==> config.mk <==
export PLATFORM = sky130hd
export DESIGN_NAME = memory_access_stage
export DESIGN_NICKNAME = d
export VERILOG_FILES = /design/src/rtl/memory_access_stage_pkg.sv /design/src/rtl/memory_access_stage_load_data_aligner.sv /design/src/rtl/memory_access_stage.sv
export SDC_FILE = /design/constraint.sdc
export NUM_CORES = 1
export LEC_CHECK = 0
export CORE_MARGIN = 10
export CORE_UTILIZATION = 28
export DETAILED_ROUTE_END_ITERATION = 10
export PLACE_DENSITY = 0.68
export RECOVER_POWER = 100
export SYNTH_ARGS = -nofsm -noshare
export SYNTH_HDL_FRONTEND = slang
export SYNTH_SLANG_ARGS = --single-unit
==> constraint.sdc <==
create_clock -name clk -period 1.9 [get_ports clk]
set_clock_uncertainty 0.05 [all_clocks]
set_input_delay 0.285 -clock clk [delete_from_list [all_inputs] [get_ports clk]]
set_output_delay 0.285 -clock clk [all_outputs]
set_load 0.05 [all_outputs]
==> src/rtl/memory_access_stage_pkg.sv <==
// memory_access_stage_pkg: shared pipeline packet types, width encodings and access helpers.
package PipelineTypes;

    typedef enum logic {IDLE, WAIT_ACK} MemAccessState;

    localparam logic [1:0] MEM_BYTE = 2'b00;
    localparam logic [1:0] MEM_HALF = 2'b01;
    localparam logic [1:0] MEM_WORD = 2'b10;

    typedef struct packed {
        logic [4:0] rdAddr;
        logic       rdWe;
    } RdCtrl;

    typedef struct packed {
        logic [31:0] pc;
        logic [31:0] aluResult;
        logic [31:0] storeData;
        logic        isLoad;
        logic        isStore;
        logic        isLoadUnsigned;
        logic [1:0]  memWidth;
        RdCtrl       rdCtrl;
    } MemoryAccessStagePipeReg;

    typedef struct packed {
        logic [31:0] pc;
        logic [31:0] alu_result;
        logic [31:0] r_data;
        logic        is_load;
        RdCtrl       rdCtrl;
    } WriteBackStagePipeReg;

    // Width 2'b11 is handled as a word everywhere.
    function automatic logic isAligned(input logic [1:0] width, input logic [1:0] addr);
        return width == MEM_BYTE || (width == MEM_HALF ? !addr[0] : addr == 2'b00);
    endfunction

    function automatic logic [3:0] byteEnables(input logic [1:0] width, input logic [1:0] addr);
        return width == MEM_BYTE ? 4'b0001 << addr : width == MEM_HALF ? 4'b0011 << addr : 4'b1111;
    endfunction

    function automatic logic [31:0] laneData(input logic [1:0] width, input logic [31:0] data);
        return width == MEM_BYTE ? {4{data[7:0]}} : width == MEM_HALF ? {2{data[15:0]}} : data;
    endfunction

endpackage

==> src/rtl/memory_access_stage_load_data_aligner.sv <==
// load_data_aligner: picks the addressed lane of a read word and sign/zero-extends it.
module load_data_aligner
    import PipelineTypes::*;
(
    input  logic [31:0] rData,
    input  logic [1:0]  addrLow,
    input  logic [1:0]  width,
    input  logic        isUnsigned,
    output logic [31:0] data
);

    logic [31:0] shifted;

    assign shifted = rData >> {addrLow, 3'b000};
    assign data = width == MEM_BYTE ? {{24{!isUnsigned & shifted[7]}}, shifted[7:0]} :
                  width == MEM_HALF ? {{16{!isUnsigned & shifted[15]}}, shifted[15:0]} : rData;

endmodule

==> src/rtl/memory_access_stage.sv <==
// memory_access_stage: issues data-memory accesses for the pipeline and forwards results to write-back.
module memory_access_stage
    import PipelineTypes::*;
#(
    parameter int unsigned ACK_TIMEOUT = 255
) (
    input  logic                    clk,
    input  logic                    rst,
    input  MemoryAccessStagePipeReg memPipeReg,
    input  logic                    memValid,
    output WriteBackStagePipeReg    wbPipeReg,
    output logic                    wbValid,
    output logic                    memStall,
    output logic                    dmemReq,
    output logic                    dmemWe,
    output logic [31:0]             dmemAddr,
    output logic [31:0]             dmemWData,
    output logic [3:0]              dmemBe,
    input  logic                    dmemAck,
    input  logic [31:0]             dmemRData,
    output logic                    misalignFault,
    output logic                    busTimeout
);

    localparam int CW = $clog2(ACK_TIMEOUT + 1);

    MemAccessState        state;
    logic [CW-1:0]        waitCount;
    logic                 memOp;
    logic                 aligned;
    logic                 timeoutNow;
    logic [31:0]          loadData;
    WriteBackStagePipeReg result;

    assign memOp      = memValid & (memPipeReg.isLoad | memPipeReg.isStore);
    assign aligned    = isAligned(memPipeReg.memWidth, memPipeReg.aluResult[1:0]);
    assign timeoutNow = state == WAIT_ACK && !dmemAck && waitCount == CW'(ACK_TIMEOUT - 1);
    // Upstream holds the instruction until the access resolves; it is released on ack or timeout.
    assign memStall   = state == IDLE ? memOp & aligned : !dmemAck & !timeoutNow;

    load_data_aligner aligner (
        .rData      (dmemRData),
        .addrLow    (memPipeReg.aluResult[1:0]),
        .width      (memPipeReg.memWidth),
        .isUnsigned (memPipeReg.isLoadUnsigned),
        .data       (loadData)
    );

    assign result = '{
        pc:         memPipeReg.pc,
        alu_result: memPipeReg.aluResult,
        r_data:     memPipeReg.isLoad ? loadData : 32'd0,
        is_load:    memPipeReg.isLoad,
        rdCtrl:     memPipeReg.rdCtrl
    };

    always_ff @(posedge clk) begin
        if (rst) begin
            state         <= IDLE;
            waitCount     <= '0;
            wbValid       <= 1'b0;
            wbPipeReg     <= '0;
            dmemReq       <= 1'b0;
            dmemWe        <= 1'b0;
            dmemAddr      <= '0;
            dmemWData     <= '0;
            dmemBe        <= '0;
            misalignFault <= 1'b0;
            busTimeout    <= 1'b0;
        end else begin
            wbValid       <= 1'b0;
            misalignFault <= 1'b0;
            busTimeout    <= 1'b0;
            if (state == IDLE) begin
                if (memOp && aligned) begin
                    state     <= WAIT_ACK;
                    waitCount <= '0;
                    dmemReq   <= 1'b1;
                    dmemWe    <= memPipeReg.isStore;
                    dmemAddr  <= {memPipeReg.aluResult[31:2], 2'b00};
                    dmemBe    <= byteEnables(memPipeReg.memWidth, memPipeReg.aluResult[1:0]);
                    dmemWData <= laneData(memPipeReg.memWidth, memPipeReg.storeData);
                end else if (memOp) begin
                    misalignFault <= 1'b1;
                end else if (memValid) begin
                    wbValid   <= 1'b1;
                    wbPipeReg <= result;
                end
            end else if (dmemAck) begin
                state     <= IDLE;
                dmemReq   <= 1'b0;
                wbValid   <= 1'b1;
                wbPipeReg <= result;
            end else if (timeoutNow) begin
                state      <= IDLE;
                dmemReq    <= 1'b0;
                busTimeout <= 1'b1;
            end else begin
                waitCount <= waitCount + 1'b1;
            end
        end
    end

endmodule

[Yosys cells after proc, flatten, opt, wreduce, memory -nomap -nowiden]
Cells that the tools add are included.
Storage, ports and cells
  register bits after elaboration: 183
  input bits: 143
  output and inout port bits: 177
  word-level logic and storage cells: 86
Operators by class
  $add $sub $neg: 1
  eq/ne operators: 8
  shift-type cells: 3
  muxes and demuxes: 33
  bitwise logic cells: 7
  reduce and logical (&&, ||, !) cells: 18
Operators with widths (number)
  $mux W103: 5
  $mux W32: 5
  $mux W8: 4
  $shr A32 B5 Y16: 1
  $mux W1: 17
  $ne A2 B2 Y1 const B: 5
  $add A8 B1 Y8 const B: 1
  $eq A8 B8 Y1 const B: 1
  $mux W4: 2
  $reduce_or A3 Y1: 2
  $and A1 B1 Y1: 5
  $logic_not A1 Y1: 4
  $logic_not A2 Y1: 2
  $reduce_and A2 Y1: 2
  $reduce_and A4 Y1: 1
  $reduce_bool A2 Y1: 2
  $shl A1 B2 Y4 const A: 1
  $shl A2 B2 Y4 const A: 1
  $logic_and A1 B1 Y1: 3
  $ne A3 B2 Y1 const B: 1
  $reduce_and A3 Y1: 1
  $eq A2 B1 Y1 const B: 1
  $logic_or A1 B1 Y1: 1
  $not A1 Y1: 1
  $or A1 B1 Y1: 1

[Longest topological paths before layout]
Gate-level depths: netlist (run 1).
  word-level depth: 9
  depth in mapped cells: 9
  gate-level depth less buffers: 6

[Cells and area by module]
From an unflattened synthesis (run 1), not the netlist that was laid out.
Second synthesis, totals
  cells, all modules: 1029
  area total of the unflattened synthesis: 8154.1 sq um
Modules (own cells, without submodules)
  memory_access_stage: times used 1, cells an instance 867, area each 7086.8 sq um, sequential area each 3663.5 sq um
  load_data_aligner: times used 1, cells an instance 162, area each 1067.3 sq um, sequential area each 0.0 sq um

[Least setup slack after synthesis (run 1)]
No wires, ideal clock.
  kind: in2out
  start point: input memPipeReg[44] (netlist bit)
  end point: output memStall
  arrival: 1.617 ns
  required time: 1.565 ns
  slack: -0.052 ns
  stages: 7
  path buffers: 2
  cells stage by stage: buf_2 > inv_2 > ha_1 > nand2b_1 > o2111ai_2 > buf_2 > nand2_1
On the way
  cells in the longest elaborated chain, start to end: 5
Ends and longest elaborated chain
  start, declared: line memory_access_stage.sv:9  | input MemoryAccessStagePipeReg memPipeReg,
  $logic_not A2 Y1: line memory_access_stage_pkg.sv:36  | return width == MEM_BYTE || (width == MEM_HALF ? !addr[0] : addr == 2'b00);
  $mux W1: line memory_access_stage_pkg.sv:36
  $logic_or A1 B1 Y1: line memory_access_stage_pkg.sv:36
  $and A1 B1 Y1: line memory_access_stage.sv:39  | assign memStall = state == IDLE ? memOp & aligned : !dmemAck & !timeoutNow;
  $mux W1: line memory_access_stage.sv:39
  end, declared: line memory_access_stage.sv:13  | output logic memStall,
Every way passes these cells.

[Worst setup path in the final report (run 1)]
  start point: input memValid
  end point: output memStall
On the way
  cells in the longest elaborated chain, start to end: 3
Ends and longest elaborated chain
  start, declared: line memory_access_stage.sv:10  | input logic memValid,
  $and A1 B1 Y1: line memory_access_stage.sv:35  | assign memOp = memValid & (memPipeReg.isLoad | memPipeReg.isStore);
  $and A1 B1 Y1: line memory_access_stage.sv:39
  $mux W1: line memory_access_stage.sv:39
Every way passes these cells.

==> flow_summary.json, run 1 <==
{
  "holdWs_ns": 0.2261,
  "post-place-ws_ns": -0.4600,
  "instances_no_fill": 1539,
  "top_level_ports": 320,
  "ys.flop_type": "dfxtp_1",
  "end_kind": "output port",
  "die_area_sq_mm": 0.03295,
  "drc": 0,
  "cts.sinks": 183,
  "syn_avg_cell_area_sq_um": 8.543,
  "synth_cell_types": 53,
  "grt_setup_unrepaired": "true",
  "clkPwrFrac_pct": 38.4,
  "hold_viol_final": 0,
  "routedWlPerCell_microns": 18.18,
  "numPortBuffers": 317,
  "violations": "setup timing",
  "fin_util_pct": 44.30,
  "hold_class": "input pin to register",
  "yosys-top-cells-area": "dfxtp_1 50%, nand2_1 13%, a21oi_1 8.6%",
  "yosys.area.top_type": "dfxtp_1",
  "ir_drop_uv": 578.3,
  "crit_chain": "clkdlybuf4s50_1 -> nor2b_4 -> buf_4 -> o2111ai_4 -> nand2_2 -> buf_12",
  "rows": 59,
  "intPower_mw": 6.774,
  "drt-pass1-iter-count": 5,
  "cts.htree.levels": 4,
  "grt_pass1_wl_microns": 43170,
  "worst-setup-path-type": "input pin to output port",
  "switchingPower_mw": 3.142,
  "reg2reg_depth": 5,
  "setup_viol": 1,
  "via_per_inst": 4.820,
  "synth_edf_count": 0,
  "yosysMostFrequentCell": "nand2_1",
  "fin_nets": 1340,
  "final_layout_size_suffix_gt1_share_pct": 12.04,
  "grt_start_max_net_pins": 98,
  "core-area_sq_mm": 0.02584,
  "antenna_found_initial": 0,
  "first_global_vias": 7412,
  "cts_hold_buf": 0,
  "worstSetupPathDepth": 6,
  "ant_nets": 0,
  "sequentialPowerShare_pct": 41.3,
  "p_leak_nw": 4.710,
  "sw_frac_of_total_pct": 31.69,
  "async_flop_share_pct": 0,
  "critPathLaunchType": "input pin",
  "design_area_sq_mm": 0.01144,
  "max_stage_delay_ns": 0.53,
  "grt_usage_pct": 16.02,
  "drt_iter0_markers": 408,
  "initial_core_util_pct": 28.27,
  "synth_top_area_share_pct": 50.15,
  "cp_slowest_cell": "clkdlybuf4s50_1",
  "max-slew-margin-rel_pct": 52.05,
  "die_x_microns": 181.5,
  "cts.path.max_buffers": 2,
  "multi_input_area_sq_mm": 0.003369,
  "drv_cap": 0,
  "fillers": 2636,
  "ys_warn_count": 0,
  "yosysSeqAreaShare_pct": 50.15,
  "place_congestion": 0.8101,
  "fin_ws_ns": -0.02971,
  "dp.cells": 1504,
  "place_area_sq_mm": 0.01107,
  "routed_wl_microns": 27980,
  "clkSlewWorstSetupHoldPaths_ns": 0.08,
  "grt-ovfl-total": 0,
  "crit_required_ns": 1.56,
  "power_density_mw_per_mm2": 866.4,
  "fin_crit_ns": 1.930,
  "syn-instance-count": 855,
  "worstMarginPinSlew_ns": 0.7224,
  "diodes": 0,
  "min_path_cells": 3,
  "cts_tree": "built",
  "dp_hpwl_microns": 20930,
  "crit_fanout": 4,
  "die_y_microns": 181.5,
  "run_status": "finished with violations",
  "num_vias": 7418,
  "insertion_delay_ns": 0.42,
  "max_freq_ghz": 0.5182,
  "cts-buffers-inserted": 17,
  "fin_crit_sh_pct": 101.6,
  "crit_buf_inv": 3,
  "cp.arrival_ns": 1.59,
  "synth.ff_latch_count": 183,
  "syn-cell-area_sq_mm": 0.007305,
  "crit_family": "buffers and inverters",
  "synth_commonest_cells": "253 x nand2_1, 183 x dfxtp_1, 126 x a21oi_1",
  "comb_power_share_pct": 20.3,
  "area_growth_pct": 56.68,
  "drv_slew": 0,
  "seq_area_sq_mm": 0.003665,
  "root_buffer": "clkbuf_16"
}
[tightest hold or removal path: stages]
cell and delay, ns:
buf_4 0.10, buf_4 0.22, a21oi_1 0.05
[cells by family after synthesis]
kind of cell / after synthesis / synth area share (%)
simple gates: 320 / 17.92
xor+xnor: 3 / 0.3598
buf+inv: 75 / 4.967
fa+ha+maj: 6 / 1.028
compound gates: 240 / 21.51
other cells: 1 / 0.05134
mux: 27 / 4.008
flops: 183 / 50.15
[cells in the final DEF (no fill, tap or decap), types with 3 or more instances in the layout]
cell type,Yosys,final
o21ai_0,17,17
clkbuf_1,26,59
a21oi_1,126,126
inv_6,0,4
dlygate4sd2_1,0,107
nor2_1,35,34
nand3_1,6,5
a221oi_1,7,7
mux2i_1,18,18
inv_1,4,3
buf_4,6,66
a221o_1,25,25
nand2b_1,4,3
dfxtp_1,183,182
mux2_2,8,8
a311oi_1,12,12
a22o_1,8,7
ha_1,6,5
o211ai_1,9,9
clkbuf_16,0,17
a22oi_1,14,14
clkdlybuf4s50_1,0,139
inv_8,0,5
buf_12,0,15
a211oi_1,11,11
nand2_1,253,251
[layer usage]
layer	routed length, microns	global-route usage (%)	vias to the layer above
met5	0	0	-
met4	344	3.124	0
met3	2031	5.765	20
met2	13410	26.81	230
met1	12200	19.41	3532
li1	-	-	3636
[final timing paths]
| kind | start | slack [ns] | endpoint |
|---|---|---|---|
| worst max-delay path | memValid | -0.03 | memStall |
| worst min-delay path | rst | 0.23 | wbPipeReg[39] |
| worst max register to register | state | 0.11 | wbPipeReg[11] |
| worst min register to register | wbPipeReg[57] | 0.40 | wbPipeReg[57] |
[metrics by stage]
step	TNS (ns)	total power, mW
after floorplan	0	5.329
after global placement	-42.32	6.299
after detailed placement	-47.75	6.321
after CTS	-0.03436	10.10
after global routing	-0.06155	10.32
final	-0.02971	9.916
[sequential cells by signal (all words and copies together), names as in the netlist, 4 cells and up]
register   flops
dmemBe         4
dmemAddr      30
dmemWData     32
waitCount      8
wbPipeReg    103
[repair_timing]
| item | 4_1_cts | 5_1_grt |
|---|---|---|
| gates cloned | 0 | 0 |
| endpoints found under the setup margin | 124 | 19 |
| pin swaps | 2 | 3 |
| buffers inserted | 1 | 2 |
| resized for setup | 118 | 4 |
[power groups by stage]
| stage | clock network, mW | logic, mW | registers, mW |
|---|---|---|---|
| 2_1_floorplan | 0 | 0.566 | 4.76 |
| 3_3_place_gp | 0 | 2.12 | 4.18 |
| 3_5_place_dp | 0 | 2.14 | 4.19 |
| 4_1_cts | 3.92 | 2.08 | 4.09 |
| 5_1_grt | 4.05 | 2.15 | 4.11 |
| 6_report | 3.81 | 2.02 | 4.09 |
[layout make-up]
class,instances,area share (%)
Timing Repair Buffer,386,29.23
Inverter,5,0.1640
Multi-Input combinational cell,598,29.44
Tap cell,335,3.662
Sequential cell,183,32.02
Clock buffer,17,3.717
Clock inverter,15,1.760
No activity file was read; power rests on OpenSTA's default activity.
==> inputs of run 2 (changes only) <==
--- a/config.mk
+++ b/config.mk
@@ -5,11 +5,12 @@
 export SDC_FILE = /design/constraint.sdc
 export NUM_CORES = 1
 export LEC_CHECK = 0
-export CORE_MARGIN = 10
+export CORE_MARGIN = 2
 export CORE_UTILIZATION = 28
 export DETAILED_ROUTE_END_ITERATION = 10
 export PLACE_DENSITY = 0.68
 export RECOVER_POWER = 100
+export SKIP_LAST_GASP = 1
 export SYNTH_ARGS = -nofsm -noshare
 export SYNTH_HDL_FRONTEND = slang
 export SYNTH_SLANG_ARGS = --single-unit
==> flow_summary.json, run 2 (synthesis results as in run 1) <==
{
  "run_status": "finished with violations",
  "violations": "setup timing",
  "max-slew-margin-rel_pct": 51.64,
  "numPortBuffers": 317,
  "fin_crit_sh_pct": 105.8,
  "crit_chain": "dlygate4sd3_1 -> or2_2 -> o2111ai_4 -> nand2_2 -> buf_12",
  "max_freq_ghz": 0.4977,
  "end_kind": "output port",
  "largest_reg_flops": 103,
  "core-area_sq_mm": 0.02584,
  "final_layout_size_suffix_gt1_share_pct": 11.41,
  "route.met3.wl_microns": 1972,
  "drv_cap": 0,
  "clkSlewWorstSetupHoldPaths_ns": 0.07,
  "drc": 0,
  "via_per_inst": 4.791,
  "power_density_mw_per_mm2": 837.9,
  "fin_crit_ns": 2.009,
  "max_flop_register": "wbPipeReg",
  "final_cell_mix": "252 x nand2_1, 183 x dfxtp_1, 139 x clkdlybuf4s50_1",
  "first_global_vias": 7023,
  "layout_commonest_cell": "nand2_1",
  "cts.htree.levels": 4,
  "cts-buffers-inserted": 17,
  "crit_buf_inv": 2,
  "top_regs": "wbPipeReg x103, dmemWData x32, dmemAddr x30",
  "fin_ws_ns": -0.1093,
  "hold_class": "input pin to register",
  "grt_setup_unrepaired": "true",
  "routedWlPerCell_microns": 16.07,
  "grt-ovfl-total": 0,
  "antenna_found_initial": 0,
  "critPathLaunchType": "input pin",
  "drv_slew": 0,
  "cp_slowest_cell": "dlygate4sd3_1",
  "place_area_sq_mm": 0.01122,
  "worst-setup-path-type": "input pin to output port",
  "grt_start_max_net_pins": 81,
  "detail_route.wirelength.met1_microns": 10700,
  "die_x_microns": 165.5,
  "grt_pass1_wl_microns": 37640,
  "r2r_setup_slack_ns": 0.01,
  "fin_setup_tns_ns": -0.1093,
  "cp.arrival_ns": 1.67,
  "cts_hold_buf": 0,
  "root_buffer": "clkbuf_16",
  "crit_family": "buffers and inverters",
  "top_layer_used": "met4",
  "insertion_delay_ns": 0.42,
  "p_leak_nw": 4.844,
  "max_stage_delay_ns": 0.62,
  "die_y_microns": 165.5,
  "dp_hpwl_microns": 18050,
  "worstMarginPinSlew_ns": 0.7286,
  "initial_core_util_pct": 28.27,
  "fin_nets": 1345,
  "num_vias": 7398,
  "design_area_sq_mm": 0.01152,
  "top_level_ports": 320,
  "grt_usage_pct": 17.30,
  "wl_met2_microns": 11780,
  "cts.sinks": 183,
  "place_congestion": 0.8338,
  "routed_wl_microns": 24810,
  "diodes": 0,
  "hold_viol_final": 0,
  "setup_viol": 1,
  "ir_drop_uv": 481.1,
  "ant_nets": 0,
  "cts_tree": "built",
  "drt_iter0_markers": 445,
  "die_area_sq_mm": 0.02740,
  "cts.path.max_buffers": 2,
  "crit_fanout": 4,
  "rows": 59,
  "area_growth_pct": 57.66,
  "crit_required_ns": 1.56,
  "drt-pass1-iter-count": 5
}
## run 2: cell count changes in the layout (fill, tap and decap cells not counted), moves of 2 or more
cell	change
dlygate4sd2_1	+27
clkbuf_1	-18
buf_4	-8
bufinv_16	-2
clkbuf_2	+2
## run 2: what timing repair did
action                                  CTS  global route
pin swaps                                 3             2
buffers inserted                          2             1
resized for setup                       141             5
endpoints found under the setup margin  134            28
## run 2: where the power goes
part | internal (mW) | switching, mW | total [mW]
Clock | 1.77 | 1.77 | 3.55
Sequential | 4.01 | 0.0848 | 4.09
Combinational | 0.749 | 1.26 | 2.01
## run 2: routing by layer
metal	GRT usage [%]	up-vias
li1	-	3652
met1	21.87	3443
met2	28.76	275
met3	5.295	28
met4	4.310	0
met5	0	-
## run 2: per-stage QoR
stage	util, %	setup slack (ns)	power, mW	instances	hold WS, ns
3_5_place_dp	43.44	-0.3882	6.329	1509	0.3941
2_1_floorplan	-	0.07337	5.329	856	0.3710
5_1_grt	44.57	-0.1584	10.06	1544	0.2868
6_report	44.57	-0.1093	9.649	1544	0.2856
4_1_cts	45.20	-0.09613	9.841	1543	0.2576
3_3_place_gp	43.44	-0.3336	6.314	1509	0.3871
## run 2: worst min-delay path: stages
cell     delay (ns)
buf_4          0.09
buf_4          0.27
a21oi_1        0.06
## run 2: final cells by class
class	count	area, sq um
Fill cell	2604	14320
Sequential cell	183	3664
Timing Repair Buffer	391	3490
Multi-Input combinational cell	598	3346
Clock buffer	18	429.2
Tap cell	335	419.2
Clock inverter	14	150.1
Inverter	5	18.77
## run 2: final timing paths
check                                     end           start  depth (start not counted)
worst max-delay path                 memStall  memPipeReg[10]                          5
worst min-delay path             wbPipeReg[6]             rst                          3
worst min register to register  wbPipeReg[84]   wbPipeReg[84]                          2
worst max register to register   wbPipeReg[6]           state                          7
==> inputs of run 3 (changes only) <==
--- a/config.mk
+++ b/config.mk
@@ -8,9 +8,10 @@
 export CORE_MARGIN = 2
 export CORE_UTILIZATION = 28
 export DETAILED_ROUTE_END_ITERATION = 10
-export PLACE_DENSITY = 0.68
+export PLACE_DENSITY = 0.67
 export RECOVER_POWER = 100
 export SKIP_LAST_GASP = 1
 export SYNTH_ARGS = -nofsm -noshare
 export SYNTH_HDL_FRONTEND = slang
+export SYNTH_HIERARCHICAL = 1
 export SYNTH_SLANG_ARGS = --single-unit
==> flow_summary.json, run 3 <==
{
  "p_leak_nw": 4.932,
  "cp_slowest_cell": "dfxtp_4",
  "final_cell_mix": "314 x nand2_1, 181 x dfxtp_1, 170 x a21oi_1",
  "comb_power_share_pct": 22.7,
  "grt_usage_pct": 18.27,
  "max_stage_delay_ns": 0.39,
  "cts.path.max_buffers": 2,
  "cts_hold_buf": 0,
  "top_level_ports": 320,
  "crit_family": "flip-flops",
  "routed_wl_microns": 28200,
  "power_density_mw_per_mm2": 823.1,
  "max_flop_register": "wbPipeReg",
  "drt_iter0_markers": 603,
  "cts.sinks": 183,
  "grt_pass1_wl_microns": 44500,
  "rows": 62,
  "yosys-top-cells-area": "dfxtp_1 45%, nand2_1 14%, a21oi_1 10%",
  "antenna_found_initial": 0,
  "fin_nets": 1499,
  "syn_avg_cell_area_sq_um": 7.924,
  "dp.cells": 1710,
  "crit_required_ns": 1.56,
  "grt_start_max_net_pins": 67,
  "ys_warn_count": 6,
  "drv_cap": 0,
  "worst-setup-path-type": "register to output port",
  "core-area_sq_mm": 0.02870,
  "area_growth_pct": 49.41,
  "crit_buf_inv": 3,
  "max_freq_ghz": 0.4972,
  "run_status": "finished with violations",
  "cts-buffers-inserted": 17,
  "hold_viol_final": 0,
  "die_area_sq_mm": 0.03050,
  "synth_commonest_cells": "314 x nand2_1, 183 x dfxtp_1, 171 x a21oi_1",
  "top_regs": "wbPipeReg x103, dmemWData x32, dmemAddr x30",
  "insertion_delay_ns": 0.43,
  "sw_frac_of_total_pct": 31.76,
  "setup_viol": 1,
  "async_flop_share_pct": 0,
  "layout_commonest_cell": "nand2_1",
  "fin_crit_sh_pct": 105.9,
  "hold_class": "input pin to register",
  "max-slew-margin-rel_pct": 52.14,
  "synth_edf_count": 0,
  "intPower_mw": 6.842,
  "crit_chain": "ha_4 -> and4_4 -> a21oi_2 -> buf_4 -> nor2_4 -> inv_2 -> buf_12",
  "grt_setup_unrepaired": "true",
  "worstMarginPinSlew_ns": 0.7209,
  "r2r_start": "waitCount[1]",
  "first_global_vias": 8178,
  "end_kind": "output port",
  "grt-ovfl-total": 0,
  "initial_core_util_pct": 28.41,
  "via_per_inst": 4.802,
  "yosys.area.top_type": "dfxtp_1",
  "fin_crit_ns": 2.011,
  "drt-pass1-iter-count": 5,
  "cts_tree": "built",
  "critPathLaunchType": "register",
  "worstHoldStart": "rst",
  "syn-cell-area_sq_mm": 0.008154,
  "ant_nets": 0,
  "drc": 0,
  "fin_setup_tns_ns": -0.1112,
  "diodes": 0,
  "violations": "setup timing",
  "switchingPower_mw": 3.185,
  "drv_slew": 0,
  "crit_start": "waitCount[1]",
  "place_congestion": 0.8477,
  "sequentialPowerShare_pct": 40.9,
  "clkSlewWorstSetupHoldPaths_ns": 0.07,
  "ir_drop_uv": 409.7,
  "die_y_microns": 174.7,
  "largest_reg_flops": 103,
  "numPortBuffers": 317,
  "synth_top_area_share_pct": 44.93,
  "yosysMostFrequentCell": "nand2_1",
  "syn-instance-count": 1029,
  "fin_util_pct": 42.45,
  "cts.htree.levels": 4,
  "fin_ws_ns": -0.1112,
  "routedWlPerCell_microns": 16.14,
  "final_layout_size_suffix_gt1_share_pct": 10.34,
  "cp.arrival_ns": 1.68,
  "crit_fanout": 6,
  "instances_no_fill": 1747,
  "clkPwrFrac_pct": 36.4,
  "ys.flop_type": "dfxtp_1",
  "root_buffer": "clkbuf_16",
  "die_x_microns": 174.7,
  "synth_cell_types": 60,
  "dp_hpwl_microns": 20420,
  "synth.ff_latch_count": 183,
  "num_vias": 8389,
  "yosysSeqAreaShare_pct": 44.93
}
-- run 3: cell types whose count changed after synthesis, moves of 9 or more --
cell,delta
buf_2,-10
a221o_1,-25
nor2_1,-9
nand3_1,+33
clkbuf_1,+11
nand2_1,+61
a21oi_1,+45
buf_4,+11
-- run 3: kinds of logic (layout without fill, tap and decap cells) --
| kind of cell | count (synthesis) | in the layout | share of synthesized area [%] |
|---|---|---|---|
| AO/OA/AOI/OAI | 286 | 286 | 22.03 |
| adder cells (fa/ha/maj) | 6 | 6 | 0.9206 |
| flip-flops | 183 | 183 | 44.93 |
| multiplexers | 24 | 24 | 3.222 |
| buffers and inverters | 103 | 436 | 6.736 |
| other | 1 | 2 | 0.04599 |
| XOR/XNOR | 1 | 1 | 0.1074 |
| AND/OR/NAND/NOR | 425 | 425 | 22.00 |
-- run 3: worst paths after layout --
check        slack (ns)  depth (start not counted)      endpoint
max reg2reg        0.20                          9  waitCount[3]
min reg2reg        0.40                          2  wbPipeReg[4]
max               -0.11                          7      memStall
min                0.12                          2  wbPipeReg[5]
-- run 3: power groups by stage --
| stage | clock network (mW) | logic, mW | registers (mW) |
|---|---|---|---|
| global placement | 0 | 2.41 | 4.19 |
| CTS | 3.77 | 2.35 | 4.10 |
| finish | 3.65 | 2.28 | 4.10 |
| floorplan | 0 | 0.768 | 4.81 |
| detailed placement | 0 | 2.43 | 4.20 |
| global route | 3.92 | 2.44 | 4.13 |
-- run 3: through the flow --
step / hold WS (ns) / cell area [sq um] / setup WS, ns / total power, mW
floorplan: 0.3710 / 8158 / 0.08180 / 5.582
detailed placement: 0.3951 / 11940 / -0.2698 / 6.626
global placement: 0.3870 / 11940 / -0.2390 / 6.604
CTS: 0.1115 / 12430 / -0.1631 / 10.23
global route: 0.1104 / 12180 / -0.2013 / 10.48
finish: 0.1246 / 12180 / -0.1112 / 10.03
-- run 3: repair_timing --
| item | CTS | global route |
|---|---|---|
| setup buffers | 4 | 1 |
| gates resized for setup | 129 | 3 |
| pin swaps | 3 | 0 |
| cloned | 0 | 0 |
| setup endpoints to repair | 122 | 4 |
-- run 3: routing by layer --
layer	global-route usage (%)	vias up	routed length, microns
li1	-	4169	-
met1	22.77	3903	12290
met2	30.34	276	13430
met3	4.591	41	1728
met4	7.083	0	756
met5	0	-	0
-- run 3: cell type report --
class                   count  area, sq um
well taps                 384        480.5
repair buffers            390         3425
flip-flops and latches    183         3669
multi-input cells         744         3970
inverters                  14        52.55
fillers                  2968        16520
clock buffers              20        446.7
clock inverters            12        140.1
